===== config.mk =====
export PLATFORM = sky130hd
export DESIGN_NAME = regwr_arbiter
export DESIGN_NICKNAME = d
export VERILOG_FILES = /design/src/rtl/regwr_arbiter.sv
export SDC_FILE = /design/constraint.sdc
export NUM_CORES = 1
export LEC_CHECK = 0
export CAP_MARGIN = 0
export CORE_UTILIZATION = 43
export CTS_CLUSTER_DIAMETER = 40
export DETAILED_ROUTE_END_ITERATION = 10
export PLACE_DENSITY_LB_ADDON = 0.3
export SLEW_MARGIN = 20
export SYNTH_ARGS = -nofsm -noshare
export SYNTH_HDL_FRONTEND = slang
export SYNTH_SLANG_ARGS = --single-unit

===== constraint.sdc =====
create_clock -name clk -period 3.4 [get_ports clk]
set_clock_uncertainty 0.1 [all_clocks]
set_input_delay 0.34 -clock clk [delete_from_list [all_inputs] [get_ports clk]]
set_output_delay 0.34 -clock clk [all_outputs]
set_load 0.02 [all_outputs]

===== src/rtl/regwr_arbiter.sv =====
// Two-requester register-file write arbiter with a registered write port and a saturating contention counter.
// Define REGWR_ROUND_ROBIN_EN for round-robin arbitration; otherwise requester A has fixed priority.
module regwr_arbiter #(
   parameter int DATA_W = 32,
   parameter int ADDR_W = 5
) (
   input  logic              clk,
   input  logic              rst_n,
   input  logic              a_valid,
   input  logic [ADDR_W-1:0] a_addr,
   input  logic [DATA_W-1:0] a_data,
   output logic              a_ready,
   input  logic              b_valid,
   input  logic [ADDR_W-1:0] b_addr,
   input  logic [DATA_W-1:0] b_data,
   output logic              b_ready,
   input  logic              rf_stall,
   output logic              mux_sel,
   output logic              wr_en,
   output logic [ADDR_W-1:0] wr_addr,
   output logic [DATA_W-1:0] wr_data,
   output logic [7:0]        conflict_cnt
);

   // Requester index; the encoding doubles as the destination-mux select.
   typedef enum logic {
      GRANT_A = 1'b0,
      GRANT_B = 1'b1
   } grant_e;

   logic              grant_a;
   logic              grant_b;
   logic              contended;

   logic              wr_en_q,   wr_en_d;
   logic [ADDR_W-1:0] wr_addr_q, wr_addr_d;
   logic [DATA_W-1:0] wr_data_q, wr_data_d;
   grant_e            mux_sel_q, mux_sel_d;
   logic [7:0]        cnt_q,     cnt_d;

`ifdef REGWR_ROUND_ROBIN_EN
   grant_e            last_grant_q, last_grant_d;
`endif

   assign contended = a_valid && b_valid;

   // Grants are gated by rst_n so no handshake can complete while reset is held.
   always_comb begin
      // NOTE: every combinational output gets a default first so no path leaves it unassigned (no latch).
      grant_a = 1'b0;
      grant_b = 1'b0;
      if (rst_n && !rf_stall) begin
`ifdef REGWR_ROUND_ROBIN_EN
         if (contended) begin
            grant_a = (last_grant_q == GRANT_B);
            grant_b = (last_grant_q == GRANT_A);
         end else begin
            grant_a = a_valid;
            grant_b = b_valid;
         end
`else
         grant_a = a_valid;
         grant_b = b_valid && !a_valid;
`endif
      end
   end

   assign a_ready = grant_a;
   assign b_ready = grant_b;

   always_comb begin
      wr_en_d   = 1'b0;
      wr_addr_d = wr_addr_q;
      wr_data_d = wr_data_q;
      mux_sel_d = mux_sel_q;
      cnt_d     = cnt_q;
      // A transfer to register 0 still completes but never raises wr_en.
      if (grant_a) begin
         wr_en_d   = (a_addr != '0);
         wr_addr_d = a_addr;
         wr_data_d = a_data;
         mux_sel_d = GRANT_A;
      end else if (grant_b) begin
         wr_en_d   = (b_addr != '0);
         wr_addr_d = b_addr;
         wr_data_d = b_data;
         mux_sel_d = GRANT_B;
      end
      if (contended && (cnt_q != 8'hFF)) begin
         cnt_d = cnt_q + 8'd1;
      end
   end

`ifdef REGWR_ROUND_ROBIN_EN
   always_comb begin
      last_grant_d = last_grant_q;
      if (grant_a) begin
         last_grant_d = GRANT_A;
      end else if (grant_b) begin
         last_grant_d = GRANT_B;
      end
   end

   // Pointer resets to B so that A wins the first contention.
   always_ff @(posedge clk) begin
      if (!rst_n) begin
         last_grant_q <= GRANT_B;
      end else begin
         last_grant_q <= last_grant_d;
      end
   end
`endif

   always_ff @(posedge clk) begin
      // NOTE: sequential state uses non-blocking assignments so all flops sample the same pre-edge values.
      if (!rst_n) begin
         wr_en_q   <= 1'b0;
         wr_addr_q <= '0;
         wr_data_q <= '0;
         mux_sel_q <= GRANT_A;
         cnt_q     <= 8'd0;
      end else begin
         wr_en_q   <= wr_en_d;
         wr_addr_q <= wr_addr_d;
         wr_data_q <= wr_data_d;
         mux_sel_q <= mux_sel_d;
         cnt_q     <= cnt_d;
      end
   end

   assign wr_en        = wr_en_q;
   assign wr_addr      = wr_addr_q;
   assign wr_data      = wr_data_q;
   assign mux_sel      = mux_sel_q;
   assign conflict_cnt = cnt_q;

endmodule


==> results.md, run 1 <==
* Grt met2 use at 0.425
* Die H at 77.1 um
* TritonRoute pass-1 iters at 4
* Area occupied by multi-input gates at 1300 um^2
* Largest net degree at the start of global routing at 39
* Startpoint Class: input pin
* Switching share of total power at 0.283
* ANT nets after route at 0
* Critical R2R Capture: conflict_cnt[0]$_SDFFE_PN0P_
* Sequential area share after synthesis at 0.388
* Register-to-register setup slack at 1.83 ns
* Starting Density at 0.461
* Cts repair resizes at 0
* DP Area at 3670 um^2
* Maximum vdd drop at 0.201 mV
* Filler cells at 433
* Fmax at 0.418 GHz
* Maxcap violations at 0
* Sequential share of power at 0.473
* Worst Hold End: wr_data[13]$_SDFFE_PN0P_
* Row count at 26
* Hold Crit Class: flip-flop to flip-flop
* CTS buffer count at 5
* Max-slew violation count at 0
* Status: completed
* Grt ovf at 0
* Worst Hold Launch: wr_data[13]$_SDFFE_PN0P_
* Critical path capture point type: output port
* DRT iter0 DRCs at 94
* Clock Tree Buf Depth at 2
* Placeable core area at 5270 um^2
* First-pass GRT wire length at 11.9 mm
* Critical Path RT at 2.96 ns
* PwrDens at 338 nW/um^2
* Mapped Cells at 276
* Cts hold-fix bufs at 0
* Fin area at 3750 um^2
* Clock-pin slew on the worst setup and hold paths at 0.08 ns
* M3 GR Usage at 0.0726
* Met1 Track Usage GR at 0.292
* Kind of critical path: input pin to output port
* # DRC at 0
* Final WL at 7.19 mm
* Die W at 77.1 um
* Root Driver: clkbuf_8
* Setup Viol. Count Final at 0
* Total track usage at 0.249
* Syn nets at 356
* Post-route clock period utilization at 0.704
* Worst reg2reg startpoint: conflict_cnt[0]$_SDFFE_PN0P_
* Clk pwr share at 0.258
* Int Pwr at 0.907 mW
* Mean Syn Cell Area at 8.79 um^2
* Vias at 2538
* Unrepaired setup endpoints after global routing: false
* Hold Vio Cnt, Final at 0
* Busiest grt layer: met2
* Ant. Diodes at 0
* Final min period at 2.39 ns
* FF+latch count, synth at 47
* Ports at 128
* Clock H-tree levels at 2
* Net Sw Power at 0.358 mW
* Synthesized area at 2430 um^2
* Layout cells sized above 1 at 0.119
* Number of post-CTS setup repair buffers at 0
* Comb pwr share at 0.269
* Clock Sinks at 47
* Total die area at 5950 um^2
* Synth Warn # at 0
* Worst-Margin Slew at 0.607 ns
* Setup TNS at 0 ns
* Unique cell type count in the Yosys netlist at 36
* Rel. slew slack at 0.595
* Setup ws final at 1.01 ns
* Initial antenna violation count at 0
* Worst-path fanout max at 9
* CP Data Arrival Time at 1.95 ns
* Register area at 941 um^2
* TritonCTS clock tree: built
* Final #Nets at 467
* Vias per cell at 5.54
* R2r worst-path depth at 4
* Routed length per instance at 15.7 um
* Vias in the first global route at 2534
* # port buffers at 127
* Hold Crit Depth at 2
* Post-place setup slack at 1.04 ns
* DP Wirelength at 4.79 mm
* Pleak at 1.29 nW
* Area delta synth->final at 54.4%
* RD Place Congestion at 0.823
* Clock latency on the worst-skew pair at 0.29 ns
[through the flow]
stage / utilization / hold slack [ns] / instances / total power [mW]
global route: 0.711 / 0.457 / 458 / 1.33
finish: 0.711 / 0.423 / 458 / 1.27
global placement: 0.696 / 0.388 / 450 / 0.947
floorplan: - / 0.376 / 276 / 0.779
detailed placement: 0.696 / 0.414 / 450 / 0.952
CTS: 0.711 / 0.425 / 458 / 1.28
[worst max-delay path, cell delays in order]
cell and delay, ns:
clkdlybuf4s50_1 0.64, and4bb_2 0.32, clkdlybuf4s50_1 0.65
[placed cells by master, fill, tap and decap left out, drive strengths merged, types with 3 or more instances in the layout]
master	netlist	routed
inv	2	3
nand2	80	80
dfxtp	47	47
a311oi	38	38
clkdlybuf4s50	0	127
and4	3	3
a21oi	43	43
nor3	3	3
buf	24	6
a211oi	3	3
clkbuf	5	7
nand4	3	3
[state kept, by name, summed over array words and instances (netlist names)]
signal        cells
wr_addr           5
conflict_cnt      8
wr_data          32
mux_sel           1
wr_en             1
[cells in the mapped netlist, drive strengths merged]
cell	n	area, um^2
a211oi	3	22.5
a21boi	1	7.51
a21oi	43	215
a311oi	38	521
a41oi	2	17.5
and2	1	6.26
and2b	1	7.51
and3	1	6.26
and4	3	26.3
and4bb	1	12.5
buf	24	159
clkbuf	5	18.8
clkinv	1	3.75
dfxtp	47	941
ha	1	12.5
inv	2	7.50
mux2i	2	20.0
nand2	80	300
nand2b	1	6.26
nand3	2	10.0
nand3b	1	7.51
nand4	3	18.8
nor2	1	3.75
nor3	3	15.0
nor3b	1	7.51
nor4	1	6.26
nor4b	1	8.76
o21ai	2	10.0
o21bai	1	7.51
or2	1	6.26
or4	2	15.0
[logic make-up after synthesis]
kind of cell,after synthesis,synth area share
buffers and inverters,32,0.0778
flip-flops,47,0.388
AO/OA/AOI/OAI,90,0.330
adder cells (fa/ha/maj),1,0.00515
AND/OR/NAND/NOR,104,0.191
multiplexers,2,0.00825
[routing by layer]
| metal | share of wire | wire length (um) | up-vias |
|---|---|---|---|
| met5 | 0 | 0 | - |
| met4 | 0.016 | 112 | 0 |
| met3 | 0.077 | 556 | 12 |
| met2 | 0.49 | 3520 | 106 |
| met1 | 0.42 | 3010 | 1188 |
| li1 | - | - | 1232 |
[worst max path at each step]
| stage | startpoint | endpoint | slack, ns | cells past startpoint |
|---|---|---|---|---|
| after floorplan | conflict_cnt[0]$_SDFFE_PN0P_ | conflict_cnt[4]$_SDFFE_PN0P_ | 1.82 | 5 |
| after global placement | rst_n | b_ready | 1.08 | 3 |
| after detailed placement | rst_n | b_ready | 1.04 | 3 |
| after CTS | rst_n | b_ready | 1.01 | 3 |
| after global routing | rst_n | b_ready | 0.96 | 3 |
| final | rst_n | b_ready | 1.01 | 3 |
[area by class of cell]
cell class | instances | share of cell area
well taps | 70 | 0.0234
clock buffers | 7 | 0.0204
multi-input cells | 197 | 0.346
flip-flops and latches | 47 | 0.251
clock inverters | 1 | 0.00134
repair buffers | 133 | 0.354
inverters | 3 | 0.00300
[power by group through the flow]
stage          Clock [mW]  Sequential (mW)  Combinational, mW
6_report            0.326            0.598              0.341
2_1_floorplan           0            0.648              0.131
3_3_place_gp            0            0.610              0.337
4_1_cts             0.338            0.598              0.343
3_5_place_dp            0            0.611              0.341
5_1_grt             0.361            0.602              0.367
(Power assumes the default switching activity.)
==> inputs of run 2 (changes only) <==
Settings changed: CORE_UTILIZATION 43 to 36.
Clock period 3.4 ns to 2.15 ns, I/O delays scaled along.
==> run 2 against run 1 <==
  * The flow now finishes with violations (DRC)
  * Sequential power grew 58%
  * Critical path depth is the same
  * Cell count increased by 3.1%
  * Global-route usage shrank 4.6 points
  * Core utilization shrank 11 points
==> results.md, run 2 (synthesized netlist as in run 1, its figures left out) <==
* Layout cells sized above 1 at 0.139 (was 0.119)
* DP Wirelength at 4.89 mm (was 4.79 mm)
* DP Area at 3730 um^2 (was 3670 um^2)
* Total track usage at 0.203 (was 0.249)
* Vias per cell at 5.37 (was 5.54)
* Worst-path fanout max at 4 (was 9)
* Crit-path cells: clkdlybuf4s50_1 -> and4bb_2 -> clkdlybuf4s50_1 (unchanged)
* Number of post-CTS setup repair buffers at 0 (unchanged)
* Crit path max-delay cell type: clkdlybuf4s50_1 (unchanged)
* CP Launch Point: rst_n (unchanged)
* Root Driver: clkbuf_8 (unchanged)
* Worst-Margin Slew at 0.412 ns (was 0.607 ns)
* Total die area at 7080 um^2 (was 5950 um^2)
* Vias at 2535 (was 2538)
* Initial antenna violation count at 0 (unchanged)
* Setup TNS at 0 ns (unchanged)
* Setup Viol. Count Final at 0 (unchanged)
* Most frequent cells in the layout: clkdlybuf4s50_1 (127), nand2_1 (80), dfxtp_1 (47) (unchanged)
* Worst Hold Launch: a_data[15] (was wr_data[13]$_SDFFE_PN0P_)
* Largest net degree at the start of global routing at 45 (was 39)
* PwrDens at 564 nW/um^2 (was 338 nW/um^2)
* Cts repair resizes at 0 (unchanged)
* Die W at 84.1 um (was 77.1 um)
* Clock Tree Buf Depth at 2 (unchanged)
* Maximum vdd drop at 0.335 mV (was 0.201 mV)
* Row count at 29 (was 26)
* Placeable core area at 6420 um^2 (was 5270 um^2)
* Max-slew violation count at 0 (unchanged)
* Cts hold-fix bufs at 0 (unchanged)
* TritonCTS clock tree: built (unchanged)
* Die H at 84.1 um (was 77.1 um)
* Critical Path RT at 1.84 ns (was 2.96 ns)
* First-pass GRT wire length at 11.5 mm (was 11.9 mm)
* CTS buffer count at 5 (unchanged)
* RD Place Congestion at 0.879 (was 0.823)
* Critical path capture point type: output port (unchanged)
* TritonRoute pass-1 iters at 8 (was 4)
* Post-route clock period utilization at 0.905
* Vias in the first global route at 2402 (was 2534)
* Fin area at 3850 um^2 (was 3750 um^2)
* Commonest non-fill, non-tap cell in the layout: clkdlybuf4s50_1 (unchanged)
* DRT iter0 DRCs at 92 (was 94)
* Final min period at 1.94 ns
* Ant. Diodes at 0 (unchanged)
* Final WL at 7.08 mm (was 7.19 mm)
* Unrepaired setup endpoints after global routing: false (unchanged)
* Filler cells at 594 (was 433)
* Largest register FFs at 32 (unchanged)
* Rel. slew slack at 0.726 (was 0.595)
* CP Data Arrival Time at 1.63 ns (was 1.95 ns)
* # DRC at 14 (was 0)
* Routed length per instance at 15.0 um (was 15.7 um)
* Kind of critical path: input pin to output port (unchanged)
* ANT nets after route at 0 (unchanged)
* Crit path top cell by count: clkdlybuf4s50_1 (unchanged)
* Status: complete, but fails checks (was completed)
* Area delta synth->final at 58.5% (was 54.4%)
* Clock Sinks at 47 (unchanged)
* Fmax at 0.514 GHz
* # port buffers at 127 (unchanged)
* Final #Nets at 474 (was 467)
* Clock latency on the worst-skew pair at 0.30 ns (was 0.29 ns)
* Startpoint Class: input pin (unchanged)
* Grt ovf at 0 (unchanged)
* Hold Vio Cnt, Final at 0 (unchanged)
* Worst reg2reg startpoint: conflict_cnt[0]$_SDFFE_PN0P_ (unchanged)
* Starting Density at 0.378 (was 0.461)
* Failing checks: DRC
* Clock H-tree levels at 2 (unchanged)
* Clock-pin slew on the worst setup and hold paths at 0.09 ns (was 0.08 ns)
* Pleak at 1.35 nW (was 1.29 nW)
* Hold Crit Class: input pin to flip-flop (was flip-flop to flip-flop)
* Crit-path max cell delay at 0.60 ns (was 0.65 ns)
* Ports at 128 (unchanged)
* Maxcap violations at 0 (unchanged)
==> run 2: area by class of cell <==
cell class,instances,area [um^2],area share
tap,77,96.3,0.0250
clock inverter,2,35.0,0.00911
sequential,47,941,0.245
clock buffer,6,82.6,0.0215
timing repair buffer,140,1380,0.359
multi-input combinational,197,1300,0.338
inverter,3,11.3,0.00293
==> run 2: power by group <==
part	total [mW]	switching, mW	internal [mW]
logic	0.548	0.254	0.295
clock network	0.673	0.296	0.377
registers	0.947	0.0277	0.919
total	2.17	0.578	1.59
==> run 2: path summary, 6_finish.rpt <==
kind	endpoint	slack, ns	cells after the start
hold / removal	wr_data[15]$_SDFFE_PN0P_	0.38	3
hold reg to reg	mux_sel$_SDFFE_PP0P_	0.39	2
setup reg to reg	conflict_cnt[1]$_SDFFE_PN0P_	0.54	4
setup / recovery	b_ready	0.21	3
==> run 2: critical path: cells and delay by family <==
kind                   cells  cell delay [ns]
AND/OR/NAND/NOR            1             0.26
buffers and inverters      2             1.15
==> run 2: through the flow <==
step	hold slack, ns	cells	worst slack (ns)	utilization	power, mW
5_1_grt	0.381	472	0.147	0.599	2.28
2_1_floorplan	0.251	276	0.569	-	1.23
3_3_place_gp	0.362	464	0.209	0.581	1.51
3_5_place_dp	0.374	464	0.121	0.581	1.52
6_report	0.381	472	0.205	0.599	2.17
4_1_cts	0.373	472	0.193	0.599	2.19
==> run 2: per-layer routing <==
| layer | global-route usage | part of all wire | up-vias |
|---|---|---|---|
| met5 | 0 | 0 | - |
| met4 | 0.0423 | 0.0078 | 0 |
| met3 | 0.0762 | 0.10 | 7 |
| met2 | 0.320 | 0.45 | 116 |
| met1 | 0.265 | 0.44 | 1166 |
| li1 | - | - | 1246 |
==> inputs of run 3 (changes only) <==
Settings changed: CORE_ASPECT_RATIO set to 1.2, SKIP_CTS_REPAIR_TIMING set to 1.
==> run 3 against run 2 <==
  * The run now ends clean
  * Combinational power hardly changed
  * Global-route usage up 0.81 points
  * Sequential power hardly changed
  * Sequential share of layout area about the same
  * Flip-flop and latch count is the same
  * Register-to-register slack improved by 0.07 ns
  * Critical path type unchanged
  * Critical endpoint is now a_ready
==> results.md, run 3 (synthesized netlist as in run 1, its figures left out) <==
* M3 GR Usage at 0.0796 (was 0.0762)
* ANT nets after route at 0 (unchanged)
* Setup Viol. Count Final at 0 (unchanged)
* Crit path max-delay cell type: clkdlybuf4s50_1 (unchanged)
* Clock latency on the worst-skew pair at 0.29 ns (was 0.30 ns)
* Grt ovf at 0 (unchanged)
* # DRC at 0 (was 14)
* Die W at 77.0 um (was 84.1 um)
* TritonRoute pass-1 iters at 4 (was 8)
* Worst path top cell family by delay: buffers and inverters (unchanged)
* Final min period at 2.02 ns (was 1.94 ns)
* DP Wirelength at 4.85 mm (was 4.89 mm)
* Layout cells sized above 1 at 0.137 (was 0.139)
* Hold Vio Cnt, Final at 0 (unchanged)
* Final #Nets at 474 (unchanged)
* Critical Path RT at 1.84 ns (about the same)
* Most frequent cells in the layout: clkdlybuf4s50_1 (126), nand2_1 (80), dfxtp_1 (47) (was clkdlybuf4s50_1 (127), nand2_1 (80), dfxtp_1 (47))
* Root Driver: clkbuf_8 (unchanged)
* Vias in the first global route at 2460 (was 2402)
* Area occupied by multi-input gates at 1300 um^2 (unchanged)
* Filler cells at 593 (was 594)
* Clock Tree Buf Depth at 2 (unchanged)
* Starting Density at 0.374 (was 0.378)
* Post-place setup slack at 0.0383 ns (was 0.121 ns)
* Worst path buffer plus inverter count at 3 (was 2)
* Routed length per instance at 14.5 um (was 15.0 um)
* Largest register FFs at 32 (unchanged)
* Critical path capture point type: output port (unchanged)
* RD Place Congestion at 0.857 (was 0.879)
* Largest net degree at the start of global routing at 39 (was 45)
* Finished Layout Cells at 480 (was 472)
* Placeable core area at 6490 um^2 (was 6420 um^2)
* Worst-Margin Slew at 0.409 ns (was 0.412 ns)
* # port buffers at 127 (unchanged)
* Met1 Track Usage GR at 0.249 (was 0.265)
* Total die area at 7080 um^2 (about the same)
* Startpoint Class: input pin (unchanged)
* Area delta synth->final at 58.8% (was 58.5%)
* Ports at 128 (unchanged)
* Clock Sinks at 47 (unchanged)
* Setup ws final at 0.128 ns (was 0.205 ns)
* Hold Crit Depth at 3 (unchanged)
* Maximum vdd drop at 0.303 mV (was 0.335 mV)
* Grt met2 use at 0.356 (was 0.320)
* Ant. Diodes at 0 (unchanged)
* Setup TNS at 0 ns (unchanged)
* CP Data Arrival Time at 1.71 ns (was 1.63 ns)
* Initial antenna violation count at 0 (unchanged)
* Final WL at 6.96 mm (was 7.08 mm)
* Commonest non-fill, non-tap cell in the layout: clkdlybuf4s50_1 (unchanged)
* Max-slew violation count at 0 (unchanged)
* Rel. slew slack at 0.728 (was 0.726)
* Unrepaired setup endpoints after global routing: false (unchanged)
* Fmax at 0.494 GHz (was 0.514 GHz)
* R2r worst-path depth at 4 (unchanged)
* Register area at 941 um^2 (unchanged)
* Crit path top cell by count: clkdlybuf4s50_1 (unchanged)
* Total track usage at 0.211 (was 0.203)
* Hold Crit Class: input pin to flip-flop (unchanged)
* Dpl cells at 472 (was 464)
* Crit-path cells: clkdlybuf4s50_1 -> nand3b_1 -> inv_2 -> clkdlybuf4s50_1 (was clkdlybuf4s50_1 -> and4bb_2 -> clkdlybuf4s50_1)
* DRT iter0 DRCs at 101 (was 92)
* Pleak at 1.36 nW (was 1.35 nW)
* Worst-path fanout max at 9 (was 4)
* Fin area at 3850 um^2 (about the same)
* Status: completed (was complete, but fails checks)
* DP Area at 3750 um^2 (was 3730 um^2)
* Maxcap violations at 0 (unchanged)
* Power, Total at 2.08 mW (was 2.17 mW)
* Die H at 92.0 um (was 84.1 um)
* Clock-pin slew on the worst setup and hold paths at 0.09 ns (about the same)
* CTS buffer count at 5 (unchanged)
* Stages on worst setup path at 4 (was 3)
* Crit-path max cell delay at 0.63 ns (was 0.60 ns)
* Vias per cell at 5.22 (was 5.37)
* Busiest grt layer: met2 (unchanged)
* First-pass GRT wire length at 11.9 mm (was 11.5 mm)
* Clock H-tree levels at 2 (unchanged)
* PwrDens at 540 nW/um^2 (was 564 nW/um^2)
* Post-route clock period utilization at 0.941 (was 0.905)
* TritonCTS clock tree: built (unchanged)
* Row count at 32 (was 29)
* Vias at 2505 (was 2535)
* Kind of critical path: input pin to output port (unchanged)
==> run 3: cell count changes in the layout (fill, tap and decap cells not counted), sizes merged <==
| cell | before | now |
|---|---|---|
| clkbuf | 6 | 8 |
| bufinv | 1 | 0 |
| clkdlybuf4s50 | 127 | 126 |
| clkinv | 1 | 0 |
| dlymetal6s2s | 0 | 1 |
==> run 3: cell type report <==
cell class                      count  area share
Timing Repair Buffer              140       0.362
Tap cell                           85      0.0276
Clock buffer                        8      0.0260
Inverter                            3     0.00292
Sequential cell                    47       0.244
Multi-Input combinational cell    197       0.337
==> run 3: metrics by stage <==
step | hold WS (ns) | utilization
global placement | 0.362 | 0.578
global route | 0.383 | 0.594
finish | 0.384 | 0.594
detailed placement | 0.379 | 0.578
CTS | 0.380 | 0.594
floorplan | 0.251 | -
==> run 3: layer usage <==
layer  wire (um)  vias up
li1            -     1249
met1        2880     1150
met3         584        8
met4          72        0
met2        3420       98
met5           0        -
==> run 3: worst min-delay path, cell delays in order <==
cell and delay [ns]:
clkdlybuf4s50_1 0.40, nand2_1 0.06, a311oi_1 0.07
==> run 3: where the power goes <==
group / internal [mW] / switching [mW]
logic: 0.296 / 0.250
registers: 0.919 / 0.0280
clock network: 0.294 / 0.293
total: 1.51 / 0.571
==> run 3: final timing paths <==
path,slack [ns],endpoint,startpoint
worst min-delay path,0.38,wr_data[11]$_SDFFE_PN0P_,a_data[11]
worst max-delay path,0.13,a_ready,rst_n
worst max register to register,0.61,conflict_cnt[0]$_SDFFE_PN0P_,conflict_cnt[0]$_SDFFE_PN0P_
worst min register to register,0.40,mux_sel$_SDFFE_PP0P_,mux_sel$_SDFFE_PP0P_
